File: config.mk
export PLATFORM = sky130hd
export DESIGN_NAME = cnss_seq_sub
export DESIGN_NICKNAME = d
export VERILOG_FILES = /design/src/rtl/cnss_seq_sub_pkg.sv /design/src/rtl/cnss_seq_sub_slice.sv /design/src/rtl/cnss_seq_sub.sv
export SDC_FILE = /design/constraint.sdc
export NUM_CORES = 1
export LEC_CHECK = 0
export ABC_AREA = 0
export BUFFER_PORTS_ARGS = -buffer_cell sky130_fd_sc_hd__clkbuf_2
export CORE_ASPECT_RATIO = 0.75
export CORE_MARGIN = 5
export CORE_UTILIZATION = 49
export DETAILED_ROUTE_END_ITERATION = 12
export PLACE_DENSITY = 0.83
export RECOVER_POWER = 100
export SLEW_MARGIN = 5
export SYNTH_ARGS = -nofsm -noshare
export SYNTH_HDL_FRONTEND = slang
export SYNTH_SLANG_ARGS = --single-unit
File: constraint.sdc
create_clock -name clk -period 5.28 [get_ports clk]
set_clock_uncertainty 0.15 [all_clocks]
set_input_delay 1.056 -clock clk [delete_from_list [all_inputs] [get_ports clk]]
set_output_delay 1.056 -clock clk [all_outputs]
set_load 0.02 [all_outputs]
File: src/rtl/cnss_seq_sub_pkg.sv
// Shared state type, default sizing and step-counter width helper for cnss_seq_sub.
package cnss_pkg;

    localparam int CNSS_N_DEF = 32;
    localparam int CNSS_K_DEF = 8;

    typedef enum logic [1:0] {IDLE, RUN, DONE} cnss_state_t;

    // Keeps the counter at least one bit wide when there is a single step.
    function automatic int cnss_step_w(input int steps);
        return (steps <= 1) ? 1 : $clog2(steps);
    endfunction

endpackage

File: src/rtl/cnss_seq_sub_slice.sv
// One K-bit conditional-sum slice: per-bit sum/carry for cin=0 and cin=1, then a select chain.
// Purely combinational, no handshake.
module csub_slice #(
    parameter int K = 8
) (
    input  logic [K-1:0] a,
    input  logic [K-1:0] b_inv,
    input  logic         cin,
    output logic [K-1:0] s,
    output logic         cout
);

    logic [K-1:0] s0, s1, c0, c1;
    logic         carry;

    assign s0 = a ^ b_inv;
    assign s1 = ~s0;
    assign c0 = a & b_inv;
    assign c1 = a | b_inv;

    always_comb begin
        s     = '0;
        carry = cin;
        for (int i = 0; i < K; i++) begin
            s[i]  = carry ? s1[i] : s0[i];
            carry = carry ? c1[i] : c0[i];
        end
        cout = carry;
    end

endmodule

File: src/rtl/cnss_seq_sub.sv
// Digit-serial subtractor (add mode with CNSS_ADD_MODE_EN), K bits per clock through one reused slice.
// Latency: out_valid S=N/K edges after accept; holds DONE with frozen outputs until out_ready.
module cnss_seq_sub
    import cnss_pkg::*;
#(
    parameter int N = CNSS_N_DEF,
    parameter int K = CNSS_K_DEF
) (
    input  logic         clk,
    input  logic         rst,
    input  logic         in_valid,
    output logic         in_ready,
    input  logic [N-1:0] operA,
    input  logic [N-1:0] operB,
    input  logic         Bin,
`ifdef CNSS_ADD_MODE_EN
    input  logic         sub,
`endif
    output logic         out_valid,
    input  logic         out_ready,
    output logic [N-1:0] resultOUT,
    output logic         Bout,
    output logic         ovf
);

    localparam int S   = N / K;
    localparam int STW = cnss_step_w(S);
    localparam logic [STW-1:0] LAST = STW'(S - 1);

    if (N % K != 0) begin : g_bad_width
        $fatal(1, "cnss_seq_sub: N must be a multiple of K");
    end

    cnss_state_t    state;
    logic [STW-1:0] step;
    logic [N-1:0]   a_q;
    logic [N-1:0]   b_q;
    logic           carry_q;
    logic           sub_q;
    logic           sub_in;
    logic [K-1:0]   sl_s;
    logic           sl_cout;

`ifdef CNSS_ADD_MODE_EN
    assign sub_in = sub;
`else
    assign sub_in = 1'b1;
`endif

    csub_slice #(.K(K)) u_slice (
        .a     (a_q[int'(step) * K +: K]),
        .b_inv (b_q[int'(step) * K +: K]),
        .cin   (carry_q),
        .s     (sl_s),
        .cout  (sl_cout)
    );

    // b_q holds the operand as it enters the adder, so one overflow rule covers add and subtract.
    always_ff @(posedge clk or posedge rst) begin
        if (rst) begin
            state     <= IDLE;
            in_ready  <= 1'b1;
            out_valid <= 1'b0;
            resultOUT <= '0;
            Bout      <= 1'b0;
            ovf       <= 1'b0;
            step      <= '0;
            a_q       <= '0;
            b_q       <= '0;
            carry_q   <= 1'b0;
            sub_q     <= 1'b1;
        end else begin
            case (state)
                IDLE: begin
                    if (in_valid) begin
                        a_q      <= operA;
                        b_q      <= sub_in ? ~operB : operB;
                        carry_q  <= sub_in ? ~Bin : Bin;
                        sub_q    <= sub_in;
                        step     <= '0;
                        in_ready <= 1'b0;
                        state    <= RUN;
                    end
                end
                RUN: begin
                    resultOUT[int'(step) * K +: K] <= sl_s;
                    carry_q <= sl_cout;
                    if (step == LAST) begin
                        step      <= '0;
                        Bout      <= sl_cout ^ sub_q;
                        ovf       <= (a_q[N-1] == b_q[N-1]) && (sl_s[K-1] != a_q[N-1]);
                        out_valid <= 1'b1;
                        state     <= DONE;
                    end else begin
                        step <= step + 1'b1;
                    end
                end
                DONE: begin
                    if (out_ready) begin
                        out_valid <= 1'b0;
                        in_ready  <= 1'b1;
                        state     <= IDLE;
                    end
                end
                default: state <= IDLE;
            endcase
        end
    end

endmodule
==> flow_summary.toml <==
[floorplan]
ios = 105
dieArea_sq_um = 12200
start_util_pct = 50.6
coreArea_sq_um = 9740
row_count = 31
die_x_um = 126
die-height_um = 96.8

[global_route]
grt_pass1_vias = 3918
grt_usage_pct = 19.9
antenna_found_initial = 0
grt_start_max_net_pins = 102
grt_pass1_wl_um = 19500
grt-ovfl-total = 0

[timing]
finalHoldViolCount = 0
fin_tns_setup_ns = 0
clock.fmax_mhz = 231
period_minus_slack_ns = 4.34
rsz0062_at_grt = "no"
slew_headroom_pct = -102
tightest_slew_ns = 3.02
setup-violations-final = 0
setup_ws_ns = 0.943
maxSlewViolCount = 164
finalCritPeriodShare_pct = 82.1

[clock_network]
h-tree-depth = 3
clock-sinks = 105
cts.path.max_buffers = 2
cts_setup_buffers = 0
clock_latency_ns = 0.34
postCtsResizedCells = 0
clockRootBuffer = "clkbuf_16"
cts_buffers = 9
cts_hold_buf = 0
clk_pin_slew_worst_paths_ns = 0.07
cts_tree = "yes"

[placed_design]
gp_congestion = 0.840
hpwl_um = 8650
placed_area_sq_um = 5580
numPortBuffers = 104
dp_slack_ns = 1.00

[synth]
synth_edf_count = 0
yosysSeqAreaShare_pct = 53.4
ys_ff_latch = 105
yosysWarningCount = 0
yosysTopAreaCell = "dfrtp_1"
async_reset_ff_share_pct = 100
netlist_area_sq_um = 4920
netlist-cell-type-count = 42
avgSynthCellArea_sq_um = 11.5
synth_top_area_share_pct = 52.8
yosys-top-cells-area = "dfrtp_1 53%, mux2_2 7.3%, mux4_2 7.3%"
ys.flop_type = "dfrtp_1"
syn_nets = 519
syn_inst = 428

[layout]
final_cell_mix = "104 x dfrtp_1, 69 x nand2_1, 69 x clkbuf_2"
syn_to_final_growth_pct = 18.0
layout_commonest_cell = "dfrtp_1"
final_area_sq_um = 5810
nNetsFinal = 622
antenna_cells = 0
layout-drive-gt1-share_pct = 25.6

[setup_path]
worst_setup_path_start_kind = "flop"
critPathArrivalTime_ns = 4.45
worstPathMaxFanout = 19
critPathCaptureType = "flop"
worstSetupPathType = "flop to flop"
required_ns = 5.40
r2r_cells = 10

[power_and_ir_drop]
p_int_uw = 2490
p_clk_share_pct = 15.1
power_switching_uw = 1930
p_leak_uw = 0.00270
seqPwrFrac_pct = 31.9
p_comb_share_pct = 53.0
sw_frac_of_total_pct = 43.6
vdd_drop_max_mv = 0.330
pwr_density_cell_nw_per_um2 = 760
p_total_uw = 4420

[flow_run]
cap_viol_max_count = 2

[routing]
final_antenna_net_count = 0
wl_per_cell_um = 17.2
routed_wl_um = 11500
num_vias = 3669
first_pass_iters = 4
remaining_drc_errors = 0
drt_iter0_markers = 215
avgViaCountPerCell = 5.49

[worst_hold_path]
hold_depth = 2
min_path_type = "flop to flop"

[run_status]
violations = "capacitance limit, slew limit"
outcome = "complete, but fails checks"
## critical path: stages (launching register included)
cell and delay, ns:
dfrtp_1 0.93, mux4_2 0.63, ha_1 0.28, or3b_1 0.38, a211o_1 0.26, o211ai_1 0.19, nor2_1 0.18, a211o_1 0.35
or3_1 0.40, a211o_1 0.32, a41oi_2 0.19
## cell type report
cell class                      instances  area [sq um]
Tap cell                              132           165
Inverter                               25          95.1
Fill cell                             813          3920
Multi-Input combinational cell        283          2130
Sequential cell                       105          2630
Clock buffer                           12           246
Timing Repair Buffer                  107           492
Clock inverter                          4          51.3
## kinds of logic after synthesis
family | after synthesis | share of synthesized area, %
DFF | 105 | 53.4
AOI/OAI and AO/OA | 93 | 11.4
adders and majority gates | 22 | 5.59
buffers and inverters | 40 | 3.05
xor gates and xnor gates | 7 | 1.24
muxes | 50 | 15.0
and+or+nand+nor | 111 | 10.3
## path summary, 6_finish.rpt
check | to | slack (ns) | start
min in group asynchronous | a_q[6] | 1.24 | rst
max in group asynchronous | a_q[23] | 1.77 | rst
worst max register to register | ovf | 0.94 | step[0]
worst min register to register | b_q[4] | 0.33 | b_q[4]
worst max-delay path | ovf | 0.94 | step[0]
worst min-delay path | b_q[4] | 0.33 | b_q[4]
## per-layer routing
layer  global-route usage (%)  share of wire, %  up-vias
met5                        0                 0        -
met3                     6.39               6.8       20
met1                     26.6                45     1815
met2                     31.1                46      119
li1                         -                 -     1715
met4                     6.02               1.9        0
## synth_stat cells (5+ instances only)
library cell	instances
buf_1	5
ha_1	22
nand2_1	69
a21oi_1	5
a22o_1	8
dfrtp_1	104
nand3_1	6
nor3_1	7
o21ai_0	66
mux4_2	16
xnor2_1	6
mux2_2	32
nor2_1	7
inv_1	25
clkbuf_1	10
## power by group through the flow
| stage | Sequential (uW) | Combinational [uW] | Clock (uW) |
|---|---|---|---|
| floorplan | 1400 | 1710 | 0 |
| detailed placement | 1420 | 2360 | 0 |
| global placement | 1400 | 2260 | 0 |
| finish | 1410 | 2340 | 667 |
| CTS | 1410 | 2390 | 678 |
| global route | 1450 | 2640 | 707 |
## flip-flops by register name, indices dropped and copies added, names as in the netlist
signal and cells:
step 2, resultOUT 32, out_valid 1, in_ready 1
a_q 32, ovf 1, state 2, b_q 32
Bout 1, carry_q 1
## stage by stage
| stage | hold WS [ns] | utilization (%) | instances |
|---|---|---|---|
| after global placement | 0.308 | 57.3 | 652 |
| after CTS | 0.334 | 60.4 | 668 |
| after floorplan | 0.295 | - | 428 |
| after global routing | 0.366 | 59.7 | 668 |
| final | 0.330 | 59.7 | 668 |
| after detailed placement | 0.319 | 57.3 | 652 |
Note: power is estimated with default switching activity, not from simulation.
